### src/rtl/bundler_seq_ctrl.sv
// bundler_seq_ctrl: time-multiplexed majority bundler.
// Accepts NUM_HVS hypervectors one per in_valid/in_ready handshake, keeps a
// per-dimension popcount, and emits a single majority-bundled hypervector.
// Ties (possible only for even NUM_HVS) are broken from TIE_HV.
//
// Ports:
//   clk       - clock, all state on rising edge
//   nrst      - asynchronous active-low reset
//   clear     - synchronous abort of the current bundle / pending result
//   in_valid  - in_hv valid
//   in_ready  - block can accept in_hv (registered, low only in DONE)
//   in_hv     - input hypervector
//   out_valid - out_hv holds a bundled result
//   out_ready - consumer accepts out_hv
//   out_hv    - bundled hypervector (held after delivery)
//   hv_count  - vectors accepted in the current bundle
//   busy      - high while accumulating or holding a result
module bundler_seq_ctrl #(
  parameter int unsigned            DIMENSIONS = 5,
  parameter int unsigned            NUM_HVS    = 5,
  parameter logic [DIMENSIONS-1:0]  TIE_HV     = 5'b10101
) (
  input  logic                             clk,
  input  logic                             nrst,
  input  logic                             clear,
  input  logic                             in_valid,
  output logic                             in_ready,
  input  logic [DIMENSIONS-1:0]            in_hv,
  output logic                             out_valid,
  input  logic                             out_ready,
  output logic [DIMENSIONS-1:0]            out_hv,
  output logic [$clog2(NUM_HVS+1)-1:0]     hv_count,
  output logic                             busy
);

  localparam int unsigned CW = $clog2(NUM_HVS + 1);
  localparam logic [CW:0] NHV_W = (CW+1)'(NUM_HVS);
  localparam logic [CW-1:0] LAST_CNT = CW'(NUM_HVS - 1);

  typedef enum logic [1:0] {
    IDLE  = 2'd0,
    ACCUM = 2'd1,
    DONE  = 2'd2
  } state_t;

  state_t                state_q, state_d;
  logic [CW-1:0]         cnt_q [DIMENSIONS];
  logic [CW-1:0]         cnt_d [DIMENSIONS];
  logic [CW-1:0]         hv_count_q, hv_count_d;
  logic                  out_valid_q, out_valid_d;
  logic [DIMENSIONS-1:0] out_hv_q, out_hv_d;
  logic                  in_ready_q, in_ready_d;
  logic                  busy_q, busy_d;
  logic                  accept_c;
  logic                  last_c;
  logic [DIMENSIONS-1:0] maj_c;
  logic [CW:0]           dbl_c [DIMENSIONS];

  assign in_ready  = in_ready_q;
  assign out_valid = out_valid_q;
  assign out_hv    = out_hv_q;
  assign hv_count  = hv_count_q;
  assign busy      = busy_q;

  assign accept_c = in_valid && in_ready_q && !clear;

  // This accept completes the bundle (in IDLE only when bundling one vector)
  assign last_c = (state_q == IDLE) ? (NUM_HVS == 1) : (hv_count_q == LAST_CNT);

  // Majority including the vector being accepted this cycle; counters are 0 in IDLE
  always_comb begin
    maj_c = '0;
    for (int d = 0; d < DIMENSIONS; d++) begin
      dbl_c[d] = {cnt_q[d] + CW'(in_hv[d]), 1'b0};
      if (dbl_c[d] > NHV_W) begin
        maj_c[d] = 1'b1;
      end else if (dbl_c[d] == NHV_W) begin
        maj_c[d] = TIE_HV[d];
      end
    end
  end

  // Next-state and datapath update
  always_comb begin
    state_d     = state_q;
    cnt_d       = cnt_q;
    hv_count_d  = hv_count_q;
    out_valid_d = out_valid_q;
    out_hv_d    = out_hv_q;

    if (clear) begin
      for (int d = 0; d < DIMENSIONS; d++) cnt_d[d] = '0;
      hv_count_d = '0;
      if (state_q == DONE) begin
        out_valid_d = 1'b0;
        out_hv_d    = '0;
      end
      state_d = IDLE;
    end else begin
      case (state_q)
        IDLE, ACCUM: begin
          if (accept_c) begin
            if (last_c) begin
              out_hv_d    = maj_c;
              out_valid_d = 1'b1;
              for (int d = 0; d < DIMENSIONS; d++) cnt_d[d] = '0;
              hv_count_d  = '0;
              state_d     = DONE;
            end else begin
              for (int d = 0; d < DIMENSIONS; d++) cnt_d[d] = cnt_q[d] + CW'(in_hv[d]);
              hv_count_d = hv_count_q + CW'(1);
              state_d    = ACCUM;
            end
          end
        end
        DONE: begin
          if (out_ready) begin
            out_valid_d = 1'b0;
            state_d     = IDLE;
          end
        end
        default: state_d = IDLE;
      endcase
    end

    in_ready_d = (state_d != DONE);
    busy_d     = (state_d != IDLE);
  end

  // State and datapath registers
  always_ff @(posedge clk or negedge nrst) begin
    if (!nrst) begin
      state_q     <= IDLE;
      for (int d = 0; d < DIMENSIONS; d++) cnt_q[d] <= '0;
      hv_count_q  <= '0;
      out_valid_q <= 1'b0;
      out_hv_q    <= '0;
      in_ready_q  <= 1'b1;
      busy_q      <= 1'b0;
    end else begin
      state_q     <= state_d;
      cnt_q       <= cnt_d;
      hv_count_q  <= hv_count_d;
      out_valid_q <= out_valid_d;
      out_hv_q    <= out_hv_d;
      in_ready_q  <= in_ready_d;
      busy_q      <= busy_d;
    end
  end

endmodule

### config.mk
export PLATFORM = sky130hd
export DESIGN_NAME = bundler_seq_ctrl
export DESIGN_NICKNAME = d
export VERILOG_FILES = /design/src/rtl/bundler_seq_ctrl.sv
export SDC_FILE = /design/constraint.sdc
export NUM_CORES = 1
export LEC_CHECK = 0
export ABC_AREA = 1
export CAP_MARGIN = 20
export CELL_PAD_IN_SITES_DETAIL_PLACEMENT = 0
export CELL_PAD_IN_SITES_GLOBAL_PLACEMENT = 1
export CORE_MARGIN = 2
export CORE_UTILIZATION = 45
export CTS_BUF_LIST = sky130_fd_sc_hd__clkbuf_8
export CTS_CLUSTER_DIAMETER = 150
export DETAILED_ROUTE_END_ITERATION = 12
export HOLD_SLACK_MARGIN = 0.15
export PLACE_DENSITY = 0.95
export SETUP_SLACK_MARGIN = 0.5
export SLEW_MARGIN = 10
export SYNTH_ARGS = -nofsm -noshare
export SYNTH_HDL_FRONTEND = slang
export SYNTH_SLANG_ARGS = --single-unit
### constraint.sdc
create_clock -name clk -period 2 [get_ports clk]
set_clock_uncertainty 0.05 [all_clocks]
set_input_delay 0.4 -clock clk [delete_from_list [all_inputs] [get_ports clk]]
set_output_delay 0.4 -clock clk [all_outputs]
set_load 0.005 [all_outputs]
==> flow_summary_export.csv, run 1 <==
group,metric,value,unit
status,status,"finished clean",
critical_path,required,2.16,ns
hold_path,whs_path_depth,2,
synth,netlist_top_cells_area,"dfrtp_1 (44%), nand2_1 (15%), ha_1 (9.7%)",
sta,timing.final.crit_share,71.8,%
place,place_area,0.00181,sq mm
critical_path,worst-path-max-fanout,5,
power_and_ir_drop,peakVddDrop,0.322,mV
cells_and_area,design_area,0.00211,sq mm
critical_path,r2r-end,"out_hv[0]",
drt,drt_iter0_drc,57,
critical_path,timing.rr.start,"hv_count[1]",
critical_path,start_kind,"flip-flop",
critical_path,cp_common_cell,"inv_2",
sta,period_needed,1.44,ns
sta,hold_viol_final,0,
die,core_area,0.00331,sq mm
synth,yosys-top-cells-count,"nand2_1 (63), nand3_1 (28), dfrtp_1 (27)",
synth,synthDistinctLibCells,20,
power_and_ir_drop,powerDensity,551,mW/mm^2
critical_path,arrival,1.60,ns
hold_path,hp-start,"out_hv[4]",
sta,fmax,696,MHz
grt,first_global_vias,1243,
critical_path,path_cells,"buf_4, inv_2, ha_4, nand2_2, inv_2, nand2_4, o21ai_4, nand3_2, nand2_1",
synth,synth_seq_cells,28,
sta,relSlewSlack,75.5,%
hold_path,hold_path_end,"out_hv[4]",
critical_path,endpoint_kind,"flip-flop",
drt,vias,1297,
synth,synthDominantCellAreaShare,43.6,%
die,die-area,0.00393,sq mm
drt,ant_nets,0,
drt,wl_per_cell,12.2,microns
sta,setup-violations-final,0,
place,dp_hpwl,2.03,mm
grt,grt.total_usage,17.9,%
clocking,path_clk_slew,0.10,ns
clocking,cts_root_buf,"clkbuf_8",
critical_path,max_stage_delay,0.39,ns
grt,grt_pass1_wl,5.66,mm
clocking,clk_latency,0.27,ns
synth,synth_edf_count,0,
synth,syn_avg_cell_area,8.20,sq um
synth,syn-num-nets,211,
cells_and_area,fin_nets,245,
drt,drc_errors,0,
critical_path,rr_worst_depth,9,
drt,finalWirelength,3.28,mm
place,dp_cells,254,
drt,avgViaCountPerCell,4.84,
cells_and_area,drive_gt1_share,28.8,%
sta,slew_violations,0,
sta,rsz0062_at_grt,"true",
synth,synth_area,0.00155,sq mm
sta,tns,0,ns
grt,antenna_found_initial,0,
run,cap_viol_max_count,0,
die,die_w,62.7,microns
drt,drtPass1Iterations,4,
synth,ys_warn_count,0,
grt,grt_max_degree,29,
power_and_ir_drop,power,1.16,mW
clocking,htreeDepth,1,
die,start_util,46.8,%
die,rows,21,
synth,ys.flop_type,"dfrtp_1",
hold_path,hold_class,"flip-flop to flip-flop",
sta,worst_slew_pin_slew,0.367,ns
synth,postSynthCellCount,189,
clocking,cts_made_buffers,3,
synth,synth-async-reset-ratio,100,%
clocking,cts_tree,"done",
cells_and_area,area_delta_synth_final,36.2,%
cells_and_area,fillers,292,
place,routabilityCongestion,0.748,
clocking,cts_buffer_depth,2,
die,die_h,62.7,microns
power_and_ir_drop,p_leak,1.18,nW
grt,grt-ovfl-total,0,
clocking,cts_hold_buf,0,
critical_path,cp_slowest_cell,"dfrtp_1",
synth,yosysSeqAreaShare,45.3,%
clocking,cts_sinks,28,
synth,synth_most_common_cell,"nand2_1",
place,portBuffers,20,
critical_path,r2r_slack,0.56,ns
cells_and_area,diodes,0,
critical_path,crit_type,"flip-flop to flip-flop",
die,io-pin-count,21,
synth,yosysTopAreaCell,"dfrtp_1",
cells_and_area,instances_no_fill,268,
metrics by stage:
step / setup WS [ns] / hold WS (ns) / utilization [%]
floorplan: 0.655 / 0.0544 / -
global placement: 0.158 / 0.415 / 54.5
detailed placement: 0.154 / 0.420 / 54.5
CTS: 0.502 / 0.440 / 59.5
global route: 0.474 / 0.468 / 63.8
finish: 0.564 / 0.428 / 63.8
layout make-up:
type                    count  area (sq um)  area share (%)
repair buffers             33           313            14.8
well taps                  46          57.6            2.73
clock buffers               3          41.3            1.95
inverters                  29           121            5.75
flip-flops and latches     28           702            33.2
multi-input cells         128           873            41.4
clock inverters             1          3.75           0.178
power breakdown:
group          internal [mW]  total, mW  switching [mW]
logic                  0.112      0.238           0.126
clock network          0.138      0.310           0.172
registers              0.597      0.615          0.0183
total                  0.847       1.16           0.316
state kept, by name (all words and copies together), names as in the netlist:
register	count
state_q	2
in_ready	1
hv_count	3
out_hv	5
out_valid	1
cnt_q	15
busy	1
per-layer routing:
metal  part of all wire, %  global-route usage (%)
met4                   1.0                    5.28
met5                     0                       0
met1                    46                    25.2
met3                   3.4                    2.52
met2                    49                    28.8
how the worst max path moves through the flow:
stage,from,end,slack [ns],depth (start not counted)
detailed placement,in_hv[1],out_hv[1],0.15,9
floorplan,in_hv[3],out_hv[3],0.66,8
global route,hv_count[0],out_hv[2],0.47,9
finish,hv_count[1],out_hv[0],0.56,9
global placement,in_hv[1],out_hv[1],0.16,9
CTS,in_hv[1],out_hv[1],0.50,9
critical path, delay by kind of cell (launching register included):
kind	cells	cell delay [ns]
AO/OA/AOI/OAI	1	0.24
AND/OR/NAND/NOR	4	0.31
adder cells (fa/ha/maj)	1	0.12
flip-flops	1	0.39
buffers and inverters	3	0.27
layout by cell type, fill, tap and decap left out:
cell,instances
nand2_1,57
dfrtp_1,27
inv_1,21
nand3_1,19
nand3_2,11
dlygate4sd2_1,10
buf_4,10
nand2_2,8
inv_2,7
ha_4,6
o21ai_0,5
ha_2,5
dlymetal6s2s_1,5
o21ai_1,4
clkdlybuf4s50_1,4
a21oi_1,3
nand2_4,3
clkbuf_8,3
nand3_4,2
buf_6,2
a21oi_2,1
nor2_1,1
inv_6,1
inv_8,1
xor2_1,1
o21ai_4,1
ha_1,1
dfstp_2,1
clkbuf_2,1
buf_12,1
repair_timing:
| action | CTS | global route |
|---|---|---|
| setup endpoints to repair | 16 | 24 |
| gates cloned | 0 | 1 |
| buffers inserted | 7 | 2 |
| pin swaps | 7 | 15 |
| endpoints found under the hold margin | 0 | 0 |
| gates resized for setup | 22 | 38 |
cell families after synthesis:
kind of cell | after synthesis | synth area share [%]
fa+ha+maj | 12 | 9.68
buf+inv | 34 | 10.1
compound gates | 14 | 5.00
simple gates | 100 | 29.4
xor+xnor | 1 | 0.565
flops | 28 | 45.3
Note: power is estimated with default switching activity, not from simulation.
==> inputs of run 2 (changes only) <==
--- a/config.mk
+++ b/config.mk
@@ -10,12 +10,12 @@
 export CELL_PAD_IN_SITES_DETAIL_PLACEMENT = 0
 export CELL_PAD_IN_SITES_GLOBAL_PLACEMENT = 1
 export CORE_MARGIN = 2
-export CORE_UTILIZATION = 45
+export CORE_UTILIZATION = 38
 export CTS_BUF_LIST = sky130_fd_sc_hd__clkbuf_8
 export CTS_CLUSTER_DIAMETER = 150
 export DETAILED_ROUTE_END_ITERATION = 12
 export HOLD_SLACK_MARGIN = 0.15
-export PLACE_DENSITY = 0.95
+export PLACE_DENSITY = 0.88
 export SETUP_SLACK_MARGIN = 0.5
 export SLEW_MARGIN = 10
 export SYNTH_ARGS = -nofsm -noshare
==> constraint.sdc (replaced) <==
create_clock -name clk -period 1.2 [get_ports clk]
set_clock_uncertainty 0.05 [all_clocks]
set_input_delay 0.24 -clock clk [delete_from_list [all_inputs] [get_ports clk]]
set_output_delay 0.24 -clock clk [all_outputs]
set_load 0.005 [all_outputs]
==> flow_summary_export.csv, run 2 (synthesis results as in run 1) <==
group,metric,value,unit
status,status,"finished, violations left",
status,violations,"setup timing",
drt,avgViaCountPerCell,4.64,
power_and_ir_drop,peakVddDrop,0.475,mV
power_and_ir_drop,pwr-share-seq,47.6,%
cells_and_area,drive_gt1_share,42.9,%
cells_and_area,fin_nets,277,
place,dp_cells,288,
clocking,cts_hold_buf,0,
run,cap_viol_max_count,0,
clocking,cts_buffer_depth,2,
grt,first_global_vias,1327,
critical_path,critPathTopFamily,"buffers and inverters",
power_and_ir_drop,intPower,1.57,mW
place,dp_slack,-0.478,ns
cells_and_area,final_common_cell,"nand2_1",
critical_path,start_kind,"flip-flop",
drt,drc_errors,0,
clocking,cts_sinks,28,
power_and_ir_drop,p_leak,1.26,nW
cells_and_area,fillers,353,
cells_and_area,largest_register,"cnt_q",
drt,drt_iter0_drc,55,
die,rows,23,
clocking,cts_made_buffers,3,
die,io-pin-count,21,
grt,grt-ovfl-total,0,
die,core_area,0.00397,sq mm
critical_path,critPathLaunch,"hv_count[1]",
critical_path,path_buf_inv,5,
sta,slew_violations,0,
sta,rsz0062_at_grt,"true",
drt,finalWirelength,3.62,mm
cells_and_area,area_delta_synth_final,52.9,%
clocking,cts_tree,"done",
place,place_area,0.00217,sq mm
critical_path,required,1.33,ns
cells_and_area,final_cell_mix,"nand2_1 (59), buf_4 (40), dfrtp_1 (27)",
cells_and_area,instances_no_fill,304,
critical_path,arrival,1.56,ns
die,die_h,67.9,microns
sta,relSlewSlack,77.4,%
cells_and_area,diodes,0,
grt,grt_pass1_wl,6.06,mm
critical_path,cp_slowest_cell,"dfrtp_1",
sta,tns,-5.06,ns
place,routabilityCongestion,0.825,
sta,timing.final.ws_setup,-0.235,ns
grt,grt_max_degree,29,
die,die-area,0.00461,sq mm
sta,hold_viol_final,0,
hold_path,hold_class,"input port to async pin",
drt,ant_nets,0,
critical_path,timing.rr.start,"hv_count[1]",
critical_path,r2r_slack,-0.23,ns
power_and_ir_drop,p_sw,0.588,mW
critical_path,worst-path-max-fanout,10,
sta,timing.final.crit_share,120,%
die,start_util,39.0,%
power_and_ir_drop,power_frac_clock,28.1,%
place,dp_hpwl,2.50,mm
sta,hold_ws,0.266,ns
place,portBuffers,20,
critical_path,path_cells,"buf_6, inv_4, ha_4, nand2_4, inv_2, nand2_4, nand2_4, inv_6, buf_4, nand3_2, nand2_1",
grt,antenna_found_initial,0,
sta,period_needed,1.43,ns
clocking,path_clk_slew,0.10,ns
clocking,clk_latency,0.28,ns
clocking,htreeDepth,1,
cells_and_area,ff_latch_area,702,sq um
grt,grt.total_usage,17.9,%
drt,vias,1412,
critical_path,max_stage_delay,0.41,ns
die,die_w,67.9,microns
cells_and_area,design_area,0.00237,sq mm
sta,worst_slew_pin_slew,0.335,ns
drt,drtPass1Iterations,4,
critical_path,endpoint_kind,"flip-flop",
cells_and_area,largest_reg_flops,15,
cells_and_area,multi_input_area,892,sq um
clocking,cts_root_buf,"clkbuf_8",
power_and_ir_drop,switching_share,27.3,%
drt,wl_per_cell,11.9,microns
power_and_ir_drop,comb_power_share,24.2,%
critical_path,crit_type,"flip-flop to flip-flop",
power_and_ir_drop,powerDensity,910,mW/mm^2
critical_path,cp_common_cell,"nand2_4",
sta,fmax,697,MHz
sta,setup-violations-final,31,
## run 2: cell types whose count changed in the layout (fill, tap and decap cells not counted), sizes merged
cell / delta
inv: -1
dlygate4sd2: -10
buf: +42
clkdlybuf4s50: +5
nand2: -1
dlymetal6s2s: -5
clkbuf: +2
## run 2: power groups by stage
| stage | combinational (mW) | sequential [mW] | clock (mW) |
|---|---|---|---|
| 2_1_floorplan | 0.219 | 1.05 | 0 |
| 3_3_place_gp | 0.469 | 1.05 | 0 |
| 3_5_place_dp | 0.477 | 1.05 | 0 |
| 4_1_cts | 0.498 | 1.03 | 0.617 |
| 5_1_grt | 0.581 | 1.04 | 0.646 |
| 6_report | 0.522 | 1.03 | 0.607 |
## run 2: stage by stage
step | total power [mW] | util, %
after floorplan | 1.27 | -
after global placement | 1.52 | 54.7
after detailed placement | 1.52 | 54.7
after CTS | 2.14 | 57.9
after global routing | 2.26 | 59.7
final | 2.16 | 59.7
## run 2: final timing paths
check                            endpoint  cells past startpoint
worst max-delay path             cnt_q[6]                     11
max in group asynchronous        in_ready                      2
worst min-delay path            out_valid                      2
worst max register to register   cnt_q[6]                     11
min in group clk                out_hv[1]                      2
worst min register to register  out_hv[1]                      2
## run 2: timing repair
item	4_1_cts	5_1_grt
pin swaps	9	8
endpoints found under the setup margin	39	39
resized for setup	57	10
gates cloned	0	0
setup buffers	6	6
## run 2: metal layers
metal	share of wire [%]	up-vias	global-route usage, %
li1	-	725	-
met1	48	661	23.9
met2	48	21	30.6
met3	2.7	5	2.47
met4	1.0	0	4.50
met5	0	-	0
## run 2: cell type report
type,instances,area share (%)
tap,50,2.64
multi-input combinational,127,37.6
timing repair buffer,66,22.7
clock buffer,4,2.32
inverter,29,5.12
sequential,28,29.6
==> inputs of run 3 (changes only) <==
--- a/config.mk
+++ b/config.mk
@@ -6,7 +6,6 @@
 export NUM_CORES = 1
 export LEC_CHECK = 0
 export ABC_AREA = 1
-export CAP_MARGIN = 20
 export CELL_PAD_IN_SITES_DETAIL_PLACEMENT = 0
 export CELL_PAD_IN_SITES_GLOBAL_PLACEMENT = 1
 export CORE_MARGIN = 2
==> results of run 3 <==
The final DEF is identical to that of run 2; final timing and power are the same.
